File: src/rtl/conv_mac_stream.sv
// conv_mac_stream
//   Takes one coefficient from the weight stream and one activation from the
//   input-feature stream together, and accumulates KERN_SIZE signed products.
//   Each finished dot product is shifted right by FRAC_BITS (floor), optionally
//   clamped at zero (ReLU), saturated to DATA_W bits and written to the output
//   FIFO. All three interfaces use the ap_fifo handshake.
//
// Ports
//   ap_clk            clock, rising edge
//   ap_rst            asynchronous reset, active high
//   weight_V_dout     coefficient at the head of the weight FIFO (signed)
//   weight_V_empty_n  weight FIFO holds data
//   weight_V_read     pop weight FIFO (always together with act_V_read)
//   act_V_dout        activation at the head of the activation FIFO (signed)
//   act_V_empty_n     activation FIFO holds data
//   act_V_read        pop activation FIFO (always together with weight_V_read)
//   out_V_din         registered result word
//   out_V_full_n      output FIFO has space
//   out_V_write       push out_V_din
module conv_mac_stream #(
  parameter int unsigned DATA_W    = 16,
  parameter int unsigned COEFF_W   = 16,
  parameter int unsigned KERN_SIZE = 9,
  parameter int unsigned ACC_W     = 40,
  parameter int unsigned FRAC_BITS = 8,
  parameter bit          RELU      = 1'b1
) (
  input  logic               ap_clk,
  input  logic               ap_rst,
  input  logic [COEFF_W-1:0] weight_V_dout,
  input  logic               weight_V_empty_n,
  output logic               weight_V_read,
  input  logic [DATA_W-1:0]  act_V_dout,
  input  logic               act_V_empty_n,
  output logic               act_V_read,
  output logic [DATA_W-1:0]  out_V_din,
  input  logic               out_V_full_n,
  output logic               out_V_write
);

  localparam int unsigned PROD_W = DATA_W + COEFF_W;
  localparam int unsigned CNT_W  = (KERN_SIZE > 1) ? $clog2(KERN_SIZE) : 1;
  localparam logic [CNT_W-1:0] CNT_LAST = CNT_W'(KERN_SIZE - 1);

  // Saturation bounds expressed at accumulator width for the compare,
  // and at output width for the clamped value.
  localparam logic signed [ACC_W-1:0] SAT_MAX_A =
    {{(ACC_W-DATA_W+1){1'b0}}, {(DATA_W-1){1'b1}}};
  localparam logic signed [ACC_W-1:0] SAT_MIN_A =
    {{(ACC_W-DATA_W+1){1'b1}}, {(DATA_W-1){1'b0}}};
  localparam logic [DATA_W-1:0] SAT_MAX_D = {1'b0, {(DATA_W-1){1'b1}}};
  localparam logic [DATA_W-1:0] SAT_MIN_D = {1'b1, {(DATA_W-1){1'b0}}};

  typedef enum logic [1:0] {
    ACC,
    SCALE,
    OUT
  } state_t;

  state_t                    state_q, state_d;
  logic [CNT_W-1:0]          count_q, count_d;
  logic signed [ACC_W-1:0]   acc_q, acc_d;
  logic [DATA_W-1:0]         result_q, result_d;
  logic                      run_q;

  logic                      fire;
  logic signed [PROD_W-1:0]  w_ext, a_ext, prod;
  logic signed [ACC_W-1:0]   scaled;
  logic [DATA_W-1:0]         sat_val;

  // run_q keeps every handshake output low while reset is held and for the
  // first cycle after release, independent of the input FIFO flags.
  assign fire          = run_q && (state_q == ACC) && weight_V_empty_n && act_V_empty_n;
  assign weight_V_read = fire;
  assign act_V_read    = fire;
  assign out_V_write   = run_q && (state_q == OUT) && out_V_full_n;
  assign out_V_din     = result_q;

  // Both operands are sign-extended to the full product width so the
  // multiply is exact in two's complement.
  assign w_ext = PROD_W'($signed(weight_V_dout));
  assign a_ext = PROD_W'($signed(act_V_dout));
  assign prod  = w_ext * a_ext;

  assign scaled = acc_q >>> FRAC_BITS;

  always_comb begin
    sat_val = scaled[DATA_W-1:0];
    if (RELU && (scaled < 0)) begin
      sat_val = '0;
    end else if (scaled > SAT_MAX_A) begin
      sat_val = SAT_MAX_D;
    end else if (scaled < SAT_MIN_A) begin
      sat_val = SAT_MIN_D;
    end
  end

  always_comb begin
    state_d  = state_q;
    count_d  = count_q;
    acc_d    = acc_q;
    result_d = result_q;
    unique case (state_q)
      ACC: begin
        if (fire) begin
          acc_d = acc_q + ACC_W'(prod);
          if (count_q == CNT_LAST) begin
            count_d = '0;
            state_d = SCALE;
          end else begin
            count_d = count_q + CNT_W'(1);
          end
        end
      end
      SCALE: begin
        result_d = sat_val;
        acc_d    = '0;
        state_d  = OUT;
      end
      OUT: begin
        if (out_V_write) begin
          state_d = ACC;
        end
      end
      default: begin
        state_d = ACC;
      end
    endcase
  end

  always_ff @(posedge ap_clk or posedge ap_rst) begin
    if (ap_rst) begin
      state_q  <= ACC;
      count_q  <= '0;
      acc_q    <= '0;
      result_q <= '0;
      run_q    <= 1'b0;
    end else begin
      state_q  <= state_d;
      count_q  <= count_d;
      acc_q    <= acc_d;
      result_q <= result_d;
      run_q    <= 1'b1;
    end
  end

endmodule

File: config.mk
export PLATFORM = sky130hd
export DESIGN_NAME = conv_mac_stream
export DESIGN_NICKNAME = d
export VERILOG_FILES = /design/src/rtl/conv_mac_stream.sv
export SDC_FILE = /design/constraint.sdc
export NUM_CORES = 1
export LEC_CHECK = 0
export ABC_AREA = 0
export BUFFER_PORTS_ARGS = -buffer_cell sky130_fd_sc_hd__buf_2
export CORE_MARGIN = 8
export CORE_UTILIZATION = 55
export DETAILED_ROUTE_END_ITERATION = 12
export GPL_TIMING_DRIVEN = 0
export PLACE_DENSITY = 0.84
export SYNTH_ARGS = -nofsm -noshare
export SYNTH_HDL_FRONTEND = slang
export SYNTH_SLANG_ARGS = --single-unit
export TNS_END_PERCENT = 10
File: constraint.sdc
create_clock -name ap_clk -period 5.15 [get_ports ap_clk]
set_input_delay 0.7725 -clock ap_clk [delete_from_list [all_inputs] [get_ports ap_clk]]
set_output_delay 0.7725 -clock ap_clk [all_outputs]
set_load 0.02 [all_outputs]
# After elaboration in Yosys (flattened, before gate mapping)

Index checks and enable logic that the tools add are counted.

Flip-flop bits (word level): 63
Bits of input ports: 37
Output and inout port bits: 19
Logic and storage cells: 37

Add/subtract/negate cells: 2
$mul: 1
Order comparisons: 3
Equal/unequal tests: 6
Muxes and demuxes: 10
Reduce and logical (&&, ||, !) cells: 10

Operators with widths:

| kind                                                                     | number |
|---|---|
| 40-bit case mux with 2 select lines                                      | 1 |
| 16-bit two-way mux                                                       | 3 |
| 40-bit by 32-bit adder with 40-bit output                                | 1 |
| 40-bit two-way mux                                                       | 1 |
| 32-bit by 16-bit > comparator with 1-bit output (second input constant)  | 1 |
| 32-bit by 1-bit < comparator with 1-bit output (second input constant)   | 1 |
| 32-bit by 16-bit < comparator with 1-bit output (second input constant)  | 1 |
| 16-bit by 16-bit multiplier with 32-bit output                           | 1 |
| 2-bit two-way mux                                                        | 3 |
| 2-bit case mux with 3 select lines                                       | 1 |
| 1-bit logical AND                                                        | 5 |
| 4-bit by 1-bit adder with 4-bit output (second input constant)           | 1 |
| 4-bit == test (second input constant)                                    | 1 |
| 4-bit two-way mux                                                        | 1 |
| 2-bit inequality test (second input constant)                            | 2 |
| 2-bit AND reduction                                                      | 2 |
| 3-bit AND reduction                                                      | 1 |
| 2-bit by 1-bit == test with 1-bit output (second input constant)         | 1 |
| 2-bit == test (second input constant)                                    | 1 |
| 2-bit logical NOT                                                        | 1 |
| 2-bit by 1-bit inequality test with 1-bit output (second input constant) | 1 |
| 2-bit nonzero test                                                       | 1 |

# Longest topological paths before layout

Gate-level depths: netlist of run 1.

Depth after elaboration: 6
Mapped depth: 23
Mapped depth without buffers: 22

# Least setup slack after synthesis of run 1

No wires, ideal clock.

Path type: input-to-reg
Start: input port weight_V_dout[15]
End: register acc_q[35]
Library setup time: 0.129 ns
Arrival: 6.777 ns
Path slack: -1.756 ns
Stages: 23
Path through: clkbuf_1 nand2_1 inv_1 fa_1 fa_1 inv_1 fa_1 inv_1 fa_1 fa_1 inv_1 fa_1 inv_1 ha_1 buf_6 o41ai_2 a21oi_1 a31o_1 or4_1 or3_1 a31oi_1 xor2_1 o21ai_1

Longest elaborated chain between the ends: 4

Ends and longest elaborated chain:

| element                                        | line | RTL |
|---|---|---|
| start, declared                                | 30   | `input logic [COEFF_W-1:0] weight_V_dout,` |
| 16-bit by 16-bit multiplier with 32-bit output | 83   | `assign prod = w_ext * a_ext;` |
| 40-bit by 32-bit adder with 40-bit output      | 106  | `acc_d = acc_q + ACC_W'(prod);` |
| 40-bit two-way mux                             | 105  | `if (fire) begin` |
| 40-bit case mux with 2 select lines            | 103  | `unique case (state_q)` |
| end signal, assigned                           | 135  | `acc_q <= '0;` |
| end signal, assigned                           | 141  | `acc_q <= acc_d;` |
| end, declared                                  | 62   | `logic signed [ACC_W-1:0] acc_q, acc_d;` |

Every way passes these cells. The select of a mux whose other input is x is not followed.
A chain may end at the register's enable or synchronous reset.

# Worst setup path in the final report of run 1

Start: input port act_V_dout[5]
End: register acc_q[35]

Longest elaborated chain between the ends: 4

Ends and longest elaborated chain:

| element                                        | line | RTL |
|---|---|---|
| start, declared                                | 33   | `input logic [DATA_W-1:0] act_V_dout,` |
| 16-bit by 16-bit multiplier with 32-bit output | 83   |  |
| 40-bit by 32-bit adder with 40-bit output      | 106  |  |
| 40-bit two-way mux                             | 105  |  |
| 40-bit case mux with 2 select lines            | 103  |  |

Every way passes these cells. The select of a mux whose other input is x is not followed.

==> results of run 1 <==
-- cell usage after synthesis, drive strengths merged, types with 2 or more instances --
library cell  number  area share [%]
a2111oi            2            0.37
a211oi             8            0.43
a21boi             2            0.10
a21o              13            0.65
a21oi             38             1.3
a31oi              3            0.13
and2             116             4.8
buf                8            0.29
clkbuf            51             1.3
dfrtp             63              11
fa               330              44
ha               117             9.8
inv              414              10
nand2            179             4.5
nand2b             5            0.21
nand3             43             1.4
nand4              6            0.25
nor2              51             1.3
nor2b              3            0.13
nor3              10            0.33
nor4               6            0.25
o2111ai            2            0.12
o211ai             7            0.38
o21a               4            0.21
o21ai             54             1.8
o21bai             4            0.20
o31ai             19             1.0
o41ai              4            0.33
or2                2           0.083
or3                5            0.21
or4                2            0.10
xnor2             19             1.1
xor2              19             1.1
-- flip-flops by register name (all words and copies together) (netlist names) --
| signal | count |
|---|---|
| out_V_din | 16 |
| run_q | 1 |
| acc_q | 40 |
| state_q | 2 |
| count_q | 4 |
-- stage by stage --
stage	TNS (ns)	hold slack (ns)
2_1_floorplan	-23.72	0.4735
3_3_place_gp	-49.65	0.4681
3_5_place_dp	-52.20	0.4689
4_1_cts	-24.85	0.4405
5_1_grt	-30.13	0.4554
6_report	-25.11	0.4270
-- cells in the final DEF (no fill, tap or decap), types with 13 or more instances in the layout --
cell type	n
buf_4	61
fa_2	18
o31ai_1	17
ha_1	99
clkbuf_1	20
inv_2	19
xnor2_1	18
o21ai_0	31
nand3_1	42
a21o_1	13
a21oi_1	26
buf_6	19
inv_1	392
o21ai_1	19
ha_4	13
dfrtp_1	63
and2_1	112
buf_8	21
xor2_1	19
nor2_1	44
fa_1	312
buf_2	28
nand2_1	164
clkbuf_16	24
-- timing repair --
action | in CTS | in global routing
setup buffers | 27 | 33
setup endpoints to repair | 32 | 31
gates resized for setup | 196 | 107
pin swaps | 41 | 63
cloned | 2 | 3
-- worst max path at each step --
stage | from | cells past startpoint | endpoint | slack, ns
2_1_floorplan | weight_V_dout[15] | 23 | acc_q[35] | -1.29
3_3_place_gp | act_V_dout[7] | 20 | acc_q[38] | -2.20
3_5_place_dp | act_V_dout[7] | 20 | acc_q[38] | -2.31
4_1_cts | weight_V_dout[5] | 22 | acc_q[36] | -1.28
5_1_grt | act_V_dout[5] | 24 | acc_q[35] | -1.51
6_report | act_V_dout[5] | 24 | acc_q[35] | -1.34
-- layout make-up --
type	count	share of cell area [%]
inverters	415	8.808
clock buffers	9	1.266
clock inverters	6	0.2181
flip-flops and latches	63	8.864
repair buffers	121	6.036
plain buffers	59	4.080
multi-input cells	1088	68.33
well taps	341	2.399
-- critical path, stage by stage --
cell	delay, ns
buf_6	0.12
clkbuf_16	0.16
nand2_2	0.07
fa_1	0.54
inv_2	0.06
fa_1	0.54
inv_4	0.10
fa_1	0.51
inv_2	0.04
fa_2	0.46
fa_1	0.50
inv_1	0.06
fa_1	0.50
inv_1	0.05
ha_1	0.28
buf_6	0.13
a21oi_4	0.11
o211ai_1	0.15
a31o_1	0.24
or4_4	0.42
or3_4	0.38
a31oi_4	0.20
xor2_1	0.18
o21ai_1	0.09
-- kinds of logic after synthesis --
| kind of cell | synth area share, % |
|---|---|
| xor gates and xnor gates | 2.367 |
| AOI/OAI and AO/OA | 7.584 |
| buffers and inverters | 11.94 |
| muxes | 0.06667 |
| and+or+nand+nor | 13.76 |
| DFF | 10.50 |
| adders and majority gates | 53.75 |
| other | 0.02498 |
-- metal layers --
metal  routed length, um  share of wire [%]
met1               15920                 38
met2               21080                 50
met3                3335                7.9
met4                1883                4.5
met5                   0                  0
==> results.sh, run 1 <==
export IMPL_status="finished, violations left"
export IMPL_violations="setup timing"
export IMPL_syn_inst=1625
export IMPL_rsz0062_at_grt="true"
export IMPL_timing_rr_start="acc_q[8]"
export IMPL_hold_path_class="in -> async"
export IMPL_grt_pass1_vias=12970
export IMPL_synth_nets=2109
export IMPL_first_iter_violations=792
export IMPL_core_area_um2=26880
export IMPL_timing_rr_end="acc_q[36]"
export IMPL_io_pins=56
export IMPL_synth_seq_cells=63
export IMPL_dieHeight_um=181.2
export IMPL_syn_area_um2=15010
export IMPL_cts_made_buffers=9
export IMPL_synth_flop_cell="dfrtp_1"
export IMPL_relSlewSlack_pct=41.90
export IMPL_gp_congestion=0.9421
export IMPL_nFillCells=1899
export IMPL_tightest_slew_ns=0.8705
export IMPL_r2r_slack_ns=-0.19
export IMPL_ctsHoldBuffers=0
export IMPL_pre_cts_ws_ns=-2.310
export IMPL_final_nets=2241
export IMPL_htreeDepth=3
export IMPL_use_met2_pct=43.34
export IMPL_avgViaCountPerCell=5.690
export IMPL_post_route_drc_count=0
export IMPL_die_area_um2=32840
export IMPL_drive_gt1_share_pct=16.92
export IMPL_grt_busiest_layer="met2"
export IMPL_finalMaxSlewViolations=0
export IMPL_start_util_pct=55.86
export IMPL_hpwl_mm=32.30
export IMPL_synth_edff_count=0
export IMPL_die_width_um=181.2
export IMPL_avgSynthCellArea_um2=9.239
export IMPL_finClkSkew_ns=0.007040
export IMPL_portBuffers=55
export IMPL_crit_type="in -> reg"
export IMPL_use_met1_pct=32.16
export IMPL_antenna_found_initial=0
export IMPL_period_needed_ns=6.486
export IMPL_fin_util_pct=66.18
export IMPL_hold_viol=0
export IMPL_ys_seq_area_share_pct=10.50
export IMPL_cts_tree="built"
export IMPL_seqCellArea_um2=1577
export IMPL_synth_cell_types=59
export IMPL_drv_cap=0
export IMPL_insertion_delay_ns=0.33
export IMPL_grt_max_degree=45
export IMPL_end_kind="flop"
export IMPL_vias=11960
export IMPL_fmax_ghz=0.1542
export IMPL_ant_nets=0
export IMPL_async_flop_share_pct=100.0
export IMPL_fin_ws_ns=-1.336
export IMPL_clk_pin_slew_ns=0.06
export IMPL_firstDrtPassIters=7
export IMPL_cts_max_path_buffers=2
export IMPL_cp_arrival_ns=6.69
export IMPL_n_antenna_cell=0
export IMPL_post_route_cell_area_um2=17790
export IMPL_drt_wl_total_mm=42.22
export IMPL_post_route_period_util_pct=125.9
export IMPL_critPathLaunchType="primary input"
export IMPL_cp_required_ns=5.35
export IMPL_post_drt_wl_per_cell_um=20.09
export IMPL_grt_usage_pct=25.49
export IMPL_multiInputGateArea_um2=12150
export IMPL_grt_pass1_wl_mm=67.05
export IMPL_critPathMaxFanout=8
export IMPL_rows=60
export IMPL_placedCellCount=2022
export IMPL_final_instance_count_excl_fill=2102
export IMPL_ctsRootBufferMaster="clkbuf_16"
export IMPL_finalSetupViolations=30
export IMPL_clkSinkCount=63
export IMPL_overflow=0
export IMPL_placed_cell_area_um2=15870
export IMPL_grtUsageMet3_pct=4.473
export IMPL_rr_worst_depth=16
export IMPL_synth_warnings=0
export IMPL_syn2layout_area_growth_pct=18.47
Power of run 1 is left out: the tool's default activity adds up to more than one toggle a clock period on the data nets, which glitch-free logic cannot reach.
==> run 2, diff against run 1 <==
- SETUP_SLACK_MARGIN: not set -> 0.15
==> results.sh, run 2 (synthesis gave the netlist of run 1 again) <==
export IMPL_cpMostUsedCell="fa_1"
export IMPL_violations="setup timing"
export IMPL_avgViaCountPerCell=5.586
export IMPL_slowest_stage="fa_1"
export IMPL_cp_required_ns=5.41
export IMPL_whs_ns=0.4288
export IMPL_portBuffers=55
export IMPL_cp_num_buf_inv=5
export IMPL_rsz0062_at_grt="true"
export IMPL_grt_usage_pct=25.52
export IMPL_top_register="acc_q"
export IMPL_insertion_delay_ns=0.33
export IMPL_finClkSkew_ns=0.007549
export IMPL_grt_pass1_wl_mm=67.14
export IMPL_crit_type="in -> reg"
export IMPL_timing_rr_start="acc_q[15]"
export IMPL_ant_nets=0
export IMPL_critPathMaxFanout=10
export IMPL_post_route_drc_count=0
export IMPL_end_kind="flop"
export IMPL_placedCellCount=2022
export IMPL_cts_max_path_buffers=2
export IMPL_finalSetupViolations=29
export IMPL_path_cells="buf_6, clkbuf_16, nand2_1, fa_1, inv_1, fa_1, fa_1, fa_2, fa_1, inv_1, fa_1, inv_1, ha_4, nand4_1, a2111oi_4, o31ai_4, a2111oi_4, o311a_1, mux2i_1, a21boi_2"
export IMPL_critPathLaunchType="primary input"
export IMPL_clkSinkCount=63
export IMPL_syn2layout_area_growth_pct=16.81
export IMPL_overflow=0
export IMPL_grt_max_degree=45
export IMPL_finalMaxSlewViolations=0
export IMPL_ctsHoldBuffers=0
export IMPL_die_width_um=181.2
export IMPL_rr_worst_depth=17
export IMPL_largest_reg_flops=40
export IMPL_final_common_cell="inv_1"
export IMPL_antenna_found_initial=1
export IMPL_final_cell_mix="inv_1 (400), fa_1 (315), nand2_1 (167)"
export IMPL_drive_gt1_share_pct=14.80
export IMPL_dieHeight_um=181.2
export IMPL_post_drt_wl_per_cell_um=19.27
export IMPL_timing_rr_end="acc_q[38]"
export IMPL_crit_family="adder cells"
export IMPL_n_antenna_cell=0
export IMPL_cts_made_buffers=9
export IMPL_start_util_pct=55.86
export IMPL_fin_util_pct=65.25
export IMPL_cts_tree="built"
export IMPL_core_area_um2=26880
export IMPL_gp_congestion=0.9421
export IMPL_ctsRootBufferMaster="clkbuf_16"
export IMPL_period_needed_ns=6.465
export IMPL_vias=11640
export IMPL_drv_cap=0
export IMPL_clk_pin_slew_ns=0.06
export IMPL_cp_arrival_ns=6.73
export IMPL_pre_cts_ws_ns=-2.310
export IMPL_grt_pass1_vias=12980
export IMPL_firstDrtPassIters=5
export IMPL_die_area_um2=32840
export IMPL_hpwl_mm=32.30
export IMPL_fmax_ghz=0.1547
export IMPL_tightest_slew_ns=0.8892
export IMPL_max_stage_delay_ns=0.60
export IMPL_fin_ws_ns=-1.315
export IMPL_final_instance_count_excl_fill=2084
export IMPL_hold_path_class="in -> async"
export IMPL_htreeDepth=3
export IMPL_drt_wl_total_mm=40.15
export IMPL_first_iter_violations=763
export IMPL_post_route_period_util_pct=125.5
export IMPL_status="finished, violations left"
export IMPL_hold_viol=0
export IMPL_r2r_slack_ns=-0.31
export IMPL_relSlewSlack_pct=40.65
export IMPL_final_nets=2223
export IMPL_io_pins=56
export IMPL_rows=60
==> run 2: worst max path at each step <==
stage                       from         to  slack, ns  cells past startpoint
2_1_floorplan  weight_V_dout[15]  acc_q[35]      -1.29                     23
3_5_place_dp       act_V_dout[7]  acc_q[38]      -2.31                     20
3_3_place_gp       act_V_dout[7]  acc_q[38]      -2.20                     20
4_1_cts         weight_V_dout[5]  acc_q[36]      -1.28                     22
6_report           act_V_dout[7]  acc_q[38]      -1.32                     20
5_1_grt            act_V_dout[2]  acc_q[38]      -1.46                     23
==> run 2: cell type report <==
type,instances,area [um^2]
Multi-Input combinational cell,1088,12120
Fill cell,1957,9339
Sequential cell,63,1577
Inverter,415,1569
Timing Repair Buffer,103,867.1
Buffer,59,718.2
Tap cell,341,426.7
Clock buffer,9,225.2
Clock inverter,6,38.79
==> run 2: repair_timing <==
| action | CTS | global route |
|---|---|---|
| pin swaps | 41 | 32 |
| resized for setup | 201 | 55 |
| setup buffers | 27 | 17 |
| setup endpoints to repair | 32 | 32 |
| gates cloned | 2 | 1 |
==> run 2: stage by stage <==
step,TNS [ns],cell area [um^2]
CTS,-24.84,17190
finish,-25.55,17540
global route,-31.23,17540
detailed placement,-52.20,15870
global placement,-49.65,15850
floorplan,-23.72,15150
==> run 2: metal layers <==
| metal | global-route usage, % | up-vias | wire (um) |
|---|---|---|---|
| li1 | - | 5118 | - |
| met4 | 9.577 | 0 | 1592 |
| met2 | 43.38 | 548 | 19930 |
| met5 | 0 | - | 0 |
| met1 | 32.20 | 5853 | 15560 |
| met3 | 4.493 | 122 | 3064 |
Power of run 2 is left out for the same reason.
